==> src/rtl/vram_slot_arbiter_pkg.sv <==
// vram_slot_arbiter_pkg: owner encoding, default widths and slot-type constant
package vram_slot_arbiter_pkg;
    localparam int DEF_ADDR_WIDTH = 13;
    localparam int DEF_DATA_WIDTH = 8;
    localparam logic SLOT_VID = 1'b1;
    typedef enum logic [2:0] {OWN_NONE, OWN_VID, OWN_CPU0, OWN_CPU1, OWN_POST} owner_e;
endpackage

==> src/rtl/vram_slot_post_buffer.sv <==
// vram_slot_post_buffer: one-entry posted write buffer, loaded on accept, cleared on drain
module vram_slot_post_buffer #(
    parameter int ADDR_WIDTH = 13,
    parameter int DATA_WIDTH = 8
) (
    input  logic                  clk_i,
    input  logic                  rst_i,
    input  logic                  load_i,
    input  logic                  drain_i,
    input  logic [ADDR_WIDTH-1:0] addr_i,
    input  logic [DATA_WIDTH-1:0] data_i,
    output logic                  valid_o,
    output logic [ADDR_WIDTH-1:0] addr_o,
    output logic [DATA_WIDTH-1:0] data_o
);
    logic                  valid_q;
    logic [ADDR_WIDTH-1:0] addr_q;
    logic [DATA_WIDTH-1:0] data_q;
    always_ff @(posedge clk_i) begin
        if (rst_i) begin
            valid_q <= 1'b0;
            addr_q  <= '0;
            data_q  <= '0;
        end else begin
            valid_q <= load_i | (valid_q & ~drain_i);
            if (load_i) begin
                addr_q <= addr_i;
                data_q <= data_i;
            end
        end
    end
    assign valid_o = valid_q;
    assign addr_o  = addr_q;
    assign data_o  = data_q;
endmodule

==> src/rtl/vram_slot_arbiter.sv <==
// vram_slot_arbiter: time-slot arbiter sharing one video RAM between video fetch and two CPUs
// VRAM_SLOT_ARBITER_POST_WRITE_EN adds a one-entry posted CPU write buffer
module vram_slot_arbiter
    import vram_slot_arbiter_pkg::*;
#(
    parameter int ADDR_WIDTH = DEF_ADDR_WIDTH,
    parameter int DATA_WIDTH = DEF_DATA_WIDTH
) (
    input  logic                  CLK_6M,
    input  logic                  rst,
    input  logic                  CLK_2H,
    input  logic                  nVBLK,
    input  logic                  vid_req,
    input  logic [ADDR_WIDTH-1:0] vid_addr,
    output logic                  vid_valid,
    output logic [DATA_WIDTH-1:0] vid_rdata,
    input  logic                  cpu0_req,
    input  logic                  cpu0_we,
    input  logic [ADDR_WIDTH-1:0] cpu0_addr,
    input  logic [DATA_WIDTH-1:0] cpu0_wdata,
    output logic                  cpu0_ack,
    output logic [DATA_WIDTH-1:0] cpu0_rdata,
    input  logic                  cpu1_req,
    input  logic                  cpu1_we,
    input  logic [ADDR_WIDTH-1:0] cpu1_addr,
    input  logic [DATA_WIDTH-1:0] cpu1_wdata,
    output logic                  cpu1_ack,
    output logic [DATA_WIDTH-1:0] cpu1_rdata,
    output logic                  ram_cs,
    output logic                  ram_we,
    output logic [ADDR_WIDTH-1:0] ram_addr,
    output logic [DATA_WIDTH-1:0] ram_wdata,
    input  logic [DATA_WIDTH-1:0] ram_rdata
);
    owner_e                own_q, own_d, last_q, last_d, pacc_q, pacc_d;
    logic                  vid_slot, e0, e1, r0, r1, pick1, drain, we_d;
    logic                  ram_cs_q, ram_we_q, vid_valid_q, cpu0_ack_q, cpu1_ack_q;
    logic [ADDR_WIDTH-1:0] ram_addr_q, addr_d, pa;
    logic [DATA_WIDTH-1:0] ram_wdata_q, wdata_d, pd, vid_rdata_q, cpu0_rdata_q, cpu1_rdata_q;

    assign vid_slot = (CLK_2H == SLOT_VID) & nVBLK;

`ifdef VRAM_SLOT_ARBITER_POST_WRITE_EN
    logic pv, w0, w1;
    // a posted write keeps its requester in flight until its ack, like a RAM grant
    assign e0 = cpu0_req & (own_q != OWN_CPU0) & (pacc_q != OWN_CPU0);
    assign e1 = cpu1_req & (own_q != OWN_CPU1) & (pacc_q != OWN_CPU1);
    assign w0 = e0 & cpu0_we & ~pv;
    assign w1 = e1 & cpu1_we & ~pv;
    assign r0 = e0 & ~cpu0_we & ~pv;
    assign r1 = e1 & ~cpu1_we & ~pv;
    assign pacc_d = (w0 & ~(w1 & last_q == OWN_CPU0)) ? OWN_CPU0 : w1 ? OWN_CPU1 : OWN_NONE;
    assign drain = ~vid_slot & pv;
    vram_slot_post_buffer #(.ADDR_WIDTH(ADDR_WIDTH), .DATA_WIDTH(DATA_WIDTH)) u_post (
        .clk_i(CLK_6M), .rst_i(rst), .load_i(pacc_d != OWN_NONE), .drain_i(drain),
        .addr_i(pacc_d == OWN_CPU1 ? cpu1_addr : cpu0_addr),
        .data_i(pacc_d == OWN_CPU1 ? cpu1_wdata : cpu0_wdata),
        .valid_o(pv), .addr_o(pa), .data_o(pd)
    );
`else
    assign e0 = cpu0_req & (own_q != OWN_CPU0);
    assign e1 = cpu1_req & (own_q != OWN_CPU1);
    assign r0 = e0;
    assign r1 = e1;
    assign pacc_d = OWN_NONE;
    assign drain = 1'b0;
    assign pa = '0;
    assign pd = '0;
`endif

    assign pick1   = r1 & (~r0 | last_q == OWN_CPU0);
    assign own_d   = vid_slot ? (vid_req ? OWN_VID : OWN_NONE) : drain ? OWN_POST :
                     pick1 ? OWN_CPU1 : r0 ? OWN_CPU0 : OWN_NONE;
    assign last_d  = (own_d == OWN_CPU0 || own_d == OWN_CPU1) ? own_d :
                     (pacc_d != OWN_NONE) ? pacc_d : last_q;
    assign we_d    = (own_d == OWN_POST) | (own_d == OWN_CPU0 & cpu0_we) | (own_d == OWN_CPU1 & cpu1_we);
    assign addr_d  = own_d == OWN_VID ? vid_addr : own_d == OWN_CPU1 ? cpu1_addr :
                     own_d == OWN_POST ? pa : cpu0_addr;
    assign wdata_d = own_d == OWN_POST ? pd : own_d == OWN_CPU1 ? cpu1_wdata : cpu0_wdata;

    always_ff @(posedge CLK_6M) begin
        if (rst) begin
            own_q        <= OWN_NONE;
            pacc_q       <= OWN_NONE;
            last_q       <= OWN_CPU1;
            ram_cs_q     <= 1'b0;
            ram_we_q     <= 1'b0;
            ram_addr_q   <= '0;
            ram_wdata_q  <= '0;
            vid_valid_q  <= 1'b0;
            cpu0_ack_q   <= 1'b0;
            cpu1_ack_q   <= 1'b0;
            vid_rdata_q  <= '0;
            cpu0_rdata_q <= '0;
            cpu1_rdata_q <= '0;
        end else begin
            own_q       <= own_d;
            pacc_q      <= pacc_d;
            last_q      <= last_d;
            ram_cs_q    <= own_d != OWN_NONE;
            ram_we_q    <= we_d;
            if (own_d != OWN_NONE) begin
                ram_addr_q  <= addr_d;
                ram_wdata_q <= wdata_d;
            end
            vid_valid_q <= own_q == OWN_VID;
            cpu0_ack_q  <= (own_q == OWN_CPU0) | (pacc_q == OWN_CPU0);
            cpu1_ack_q  <= (own_q == OWN_CPU1) | (pacc_q == OWN_CPU1);
            if (own_q == OWN_VID) vid_rdata_q <= ram_rdata;
            if (own_q == OWN_CPU0 && !ram_we_q) cpu0_rdata_q <= ram_rdata;
            if (own_q == OWN_CPU1 && !ram_we_q) cpu1_rdata_q <= ram_rdata;
        end
    end

    assign ram_cs     = ram_cs_q;
    assign ram_we     = ram_we_q;
    assign ram_addr   = ram_addr_q;
    assign ram_wdata  = ram_wdata_q;
    assign vid_valid  = vid_valid_q;
    assign vid_rdata  = vid_rdata_q;
    assign cpu0_ack   = cpu0_ack_q;
    assign cpu0_rdata = cpu0_rdata_q;
    assign cpu1_ack   = cpu1_ack_q;
    assign cpu1_rdata = cpu1_rdata_q;
endmodule

==> config.mk <==
export PLATFORM = sky130hd
export DESIGN_NAME = vram_slot_arbiter
export DESIGN_NICKNAME = d
export VERILOG_FILES = /design/src/rtl/vram_slot_arbiter_pkg.sv /design/src/rtl/vram_slot_post_buffer.sv /design/src/rtl/vram_slot_arbiter.sv
export SDC_FILE = /design/constraint.sdc
export NUM_CORES = 1
export LEC_CHECK = 0
export CAP_MARGIN = 40
export CORE_ASPECT_RATIO = 1.2
export CORE_UTILIZATION = 40
export CTS_BUF_LIST = sky130_fd_sc_hd__clkbuf_8 sky130_fd_sc_hd__clkbuf_16
export DETAILED_ROUTE_END_ITERATION = 8
export MAX_ROUTING_LAYER = met4
export PLACE_DENSITY = 0.82
export SKIP_LAST_GASP = 1
export SLEW_MARGIN = 20
export SYNTH_ARGS = -nofsm -noshare
export SYNTH_HDL_FRONTEND = slang
export SYNTH_HIERARCHICAL = 1
export SYNTH_SLANG_ARGS = --single-unit
export TNS_END_PERCENT = 50
==> constraint.sdc <==
create_clock -name CLK_6M -period 2.65 [get_ports CLK_6M]
set_input_delay 0.795 -clock CLK_6M [delete_from_list [all_inputs] [get_ports CLK_6M]]
set_output_delay 0.795 -clock CLK_6M [all_outputs]
set_load 0.1 [all_outputs]
Word level (Yosys, flattened, before mapping)
Index checks and enable logic that the tools add are counted.

Bitwise operators: 10. Mux-type cells: 9. Equality and inequality tests: 10. Reduce and logical (&&, ||, !) cells: 5.

Operator list (number): 2-to-1 mux 13 bit (3); 2-to-1 mux 8 bit (2); == test 3 x 2 -> 1 bit (second input constant) (3); AND 1 bit (6); 2-to-1 mux 2 bit (3); != test 3 x 2 -> 1 bit (second input constant) (2); == test 2 bit (second input constant) (2); == test 2 x 3 -> 1 bit (second input constant) (1); == test 3 x 1 -> 1 bit (second input constant) (1); OR 1 bit (3); nonzero test 3 bit (1); == test 2 x 1 -> 1 bit (second input constant) (1); logical AND 1 bit (2); zero test 1 bit (1); logical OR 1 bit (1); 2-to-1 mux 1 bit (1); inverter 1 bit (1).

Flip-flop bits (word level): 56. Output and inout port bits: 50. Bits of input ports: 72. Word-level logic and storage cells: 46.

Logic depth before layout (Yosys ltp)
Depth after elaboration: 11. Depth in mapped cells: 7. Mapped depth without buffers: 4.

Worst setup path after synthesis
No wires, ideal clock.

Path type: input -> register. From: in CLK_2H. To: reg ram_addr_q[1] (netlist: ram_addr[1]). Path slack: 0.475 ns. Setup time: 0.119 ns. Path buffers: 1. Data required time: 2.531 ns. Arrival: 2.056 ns. Stages on the path: 5. Cell sequence: a22o_1 a311oi_4 buf_8 mux2i_1 a32o_1.

Cells in the longest elaborated chain, start to end: 6. Elaborated cells between the ends (all ways): 9. Those cells by class: 3 x eq/ne; 4 x mux; 1 x bitwise; 1 x reduce/logical.

RTL lines: start: declaration (RTL line vram_slot_arbiter.sv:11) `input logic CLK_2H,`; AND 1 bit (*) (RTL line vram_slot_arbiter.sv:41) `assign vid_slot = (CLK_2H == SLOT_VID) & nVBLK;`; 2-to-1 mux 2 bit (*) (RTL line vram_slot_arbiter.sv:72) `assign own_d = vid_slot ? (vid_req ? OWN_VID : OWN_NONE) : drain ? OWN_POST :`; == test 2 x 3 -> 1 bit (RTL line vram_slot_arbiter.sv:78) `own_d == OWN_POST ? pa : cpu0_addr;`; 2-to-1 mux 13 bit (RTL line vram_slot_arbiter.sv:78); 2-to-1 mux 13 bit (2 in a row) (RTL line vram_slot_arbiter.sv:77) `assign addr_d = own_d == OWN_VID ? vid_addr : own_d == OWN_CPU1 ? cpu1_addr :`; end signal: assignment (RTL line vram_slot_arbiter.sv:103) `ram_addr_q <= addr_d;`; end: declaration (RTL line vram_slot_arbiter.sv:38) `logic [ADDR_WIDTH-1:0] ram_addr_q, addr_d, pa;`.

Mark *: on every way between the ends. The rest lies on a longest branch, timed or not. A chain may end at the register's enable or synchronous reset.

Worst setup path in the final report
From: in CLK_2H. To: reg ram_wdata_q[2] (netlist: ram_wdata[2]).

Cells in the longest elaborated chain, start to end: 5. Elaborated cells between the ends (all ways): 7. Those cells by class: 2 x eq/ne; 3 x mux; 1 x bitwise; 1 x reduce/logical.

RTL lines: AND 1 bit (*) (RTL line vram_slot_arbiter.sv:41); 2-to-1 mux 2 bit (*) (RTL line vram_slot_arbiter.sv:72); == test 2 bit (RTL line vram_slot_arbiter.sv:79) `assign wdata_d = own_d == OWN_POST ? pd : own_d == OWN_CPU1 ? cpu1_wdata : cpu0_wdata;`; 2-to-1 mux 8 bit (2 in a row) (RTL line vram_slot_arbiter.sv:79); end signal: assignment (RTL line vram_slot_arbiter.sv:104) `ram_wdata_q <= wdata_d;`; end: declaration (RTL line vram_slot_arbiter.sv:39) `logic [DATA_WIDTH-1:0] ram_wdata_q, wdata_d, pd, vid_rdata_q, cpu0_rdata_q, cpu1_rdata_q;`.

Marked as above.

==> out/summary.txt <==
Async S/R FF share, synth - 0
Skew final - 8.17 ps
Drt total wl - 6980 microns
Setup TNS - 0 ps
Register area share after synthesis - 0.438
Placer Congestion - 0.785
RSZ-0062 raised after global routing - false
Post-CTS setup buffers - 0
Synth Cell Area - 2470 sq um
Synth Net Count - 359
Clock slew at reported path FFs - 100 ps
Hpwl dp - 5190 microns
Max incr delay on CP - 480 ps
Starting Density - 0.424
Crit Path Max Fanout - 25
Vert. Die Dim - 88.0 microns
Worst Setup End Kind - flop
WL per Instance - 14.5 microns
CTS tree - yes
Max Freq - 435 MHz
# resized after CTS - 0
Synth cell types - 36
Die width - 73.7 microns
Area Growth Syn to Fin - 50.3%
GRT overflow - 0
WP buf/inv - 2
GRT Resource Usage Total - 0.230
Final Cell Area - 3710 sq um
Pre-CTS setup slack - 15.9 ps
Final min period - 2300 ps
Skew-Pair Late Insertion Delay - 310 ps
Synth Instances - 287
Antenna diodes - 0
Hold Slack - 458 ps
Clock root cell - clkbuf_8
PwrDens - 590 nW/um^2
P_leak - 1.45 nW
Worst VDD drop - 0.278 mV
Fin nets - 471
DIE AREA - 6490 sq um
First-pass GRT wire length - 11100 microns
Port Buf Inserts - 121
Vias per inst - 5.26
Startpoint Class - input pin
Largest net degree at the start of global routing - 37
Clock sinks - 54
Mean post-synth cell area - 8.60 sq um
Worst Max-Slew Pin Slew - 655 ps
Outcome - complete, no violations
Num rows - 30
Fin util - 0.637
Relative slew slack - 0.563
DRC errors left - 0
Clock buffer count from CTS - 5
FF/Latch Area - 1080 sq um
Final hold violation count - 0
Antenna-violating nets left - 0
Number of top-level pins - 122
DR vias - 2525
Drt pass-1 iters - 6
Multi-input combinational cell area - 1240 sq um
Synth Flop Type - dfxtp_1
Max-slew violation count - 0
Drt first-iter violations - 111
Core area - 5820 sq um
WS Path Type - input pin to flop
WP data required - 2840 ps
Vias in the first global route - 2438
Max Buffers Root-to-Sink - 2
Critical Path AT - 2490 ps
H-tree levels - 2
Fillcell total - 519
HP Class - flop to flop
Max capacitance violation total - 0
Post-synth EDFFs - 0
Setup violators final - 0
CP top delay family - buffers and inverters
Ratio of cells with drive above 1 in the final layout - 0.208
Post-route clock period utilization - 0.868
Synth warnings - 6
Worst Setup Slack, final - 350 ps
Post-Place Cell Area - 3610 sq um
Worst-path cell chain - clkdlybuf4s50_1 -> a22o_1 -> a311oi_4 -> buf_12 -> mux2i_1 -> o31ai_2
Hold-fix buffers, CTS - 0
Register bit count reported by yosys - 54
Initial antenna violation count - 0
CP max-delay cell - clkdlybuf4s50_1
==> cell usage in the layout (no fill, tap or decap), drive strengths merged <==
master and n:
a211o 1, a211oi 1, a21boi 1, a21o 1
a21oi 26, a221oi 1, a22o 1, a311oi 1
a32o 12, and2 1, and3 1, buf 60
clkbuf 6, clkdlybuf4s50 70, clkinv 2, dfxtp 54
inv 3, mux2i 21, nand2 56, nand2b 3
nand3 1, nand3b 1, nor2 33, nor2b 1
nor3 1, o2111ai 8, o21a 1, o21ai 22
o22ai 1, o31ai 8, or2 1
==> sequential cells by signal (all words and copies together) (netlist names), 2 cells and up <==
register    flops
ram_addr       13
cpu0_rdata      8
cpu1_rdata      8
ram_wdata       8
vid_rdata       8
last_q          2
own_q           2
==> where the power goes <==
part           leakage, nW  switching (mW)  internal [mW]
clock               0.0514           0.272          0.216
sequential           0.443          0.0334          0.867
combinational        0.956           0.548          0.252
total                 1.45           0.854           1.33
==> worst reg2reg max path, cell delays in order, from the launching register on <==
cell and delay (ps):
dfxtp_1 350, nand2b_1 210, buf_4 200, a21oi_2 130, buf_4 260, o21ai_0 150, a32o_1 250
==> layout make-up <==
| cell class | count | area share |
|---|---|---|
| Tap cell | 80 | 0.0270 |
| Timing Repair Buffer | 130 | 0.316 |
| Sequential cell | 54 | 0.291 |
| Multi-Input combinational cell | 205 | 0.335 |
| Clock inverter | 2 | 0.00472 |
| Inverter | 3 | 0.00304 |
| Clock buffer | 6 | 0.0223 |
==> through the flow <==
step / power (mW) / instances
after floorplan: 1.48 / 287
after global placement: 1.71 / 472
after detailed placement: 1.72 / 472
after CTS: 2.20 / 480
after global routing: 2.27 / 480
final: 2.19 / 480
==> layer usage <==
layer | global-route usage | wire length (microns) | vias to the layer above | part of all wire
li1 | - | - | 1234 | -
met1 | 0.270 | 3020 | 1177 | 0.43
met2 | 0.396 | 3490 | 98 | 0.50
met3 | 0.0288 | 329 | 16 | 0.047
met4 | 0.0909 | 133 | 0 | 0.019
met5 | - | 0 | - | 0
==> path summary, 6_finish.rpt <==
kind / slack, ps / to / cells past startpoint / from
worst max-delay path: 350 / ram_wdata[2] / 6 / CLK_2H
worst min-delay path: 460 / cpu1_rdata[4] / 2 / cpu1_rdata[4]
worst max register to register: 990 / ram_addr[0] / 6 / own_q[0]
worst min register to register: 460 / cpu1_rdata[4] / 2 / cpu1_rdata[4]
==> synthesized netlist by cell type (2+ instances only) <==
cell | number | share of area
nand2b_1 | 2 | 0.0051
o21ai_0 | 22 | 0.045
clkbuf_1 | 15 | 0.023
buf_2 | 2 | 0.0041
mux2i_1 | 21 | 0.085
dlygate4sd1_1 | 2 | 0.0071
a32o_1 | 12 | 0.049
inv_1 | 3 | 0.0046
o31ai_2 | 8 | 0.041
a21oi_1 | 25 | 0.051
nand2_1 | 56 | 0.085
o2111ai_1 | 8 | 0.028
nor2_1 | 33 | 0.050
buf_4 | 3 | 0.0091
dfxtp_1 | 54 | 0.44
==> logic make-up (layout without fill, tap and decap cells) <==
group	count (synthesis)	count (layout)	synth area share
AO/OA/AOI/OAI	85	85	0.255
buffers and inverters	28	141	0.0598
flip-flops	54	54	0.438
multiplexers	21	21	0.0852
AND/OR/NAND/NOR	99	99	0.162
(Power assumes the default switching activity.)
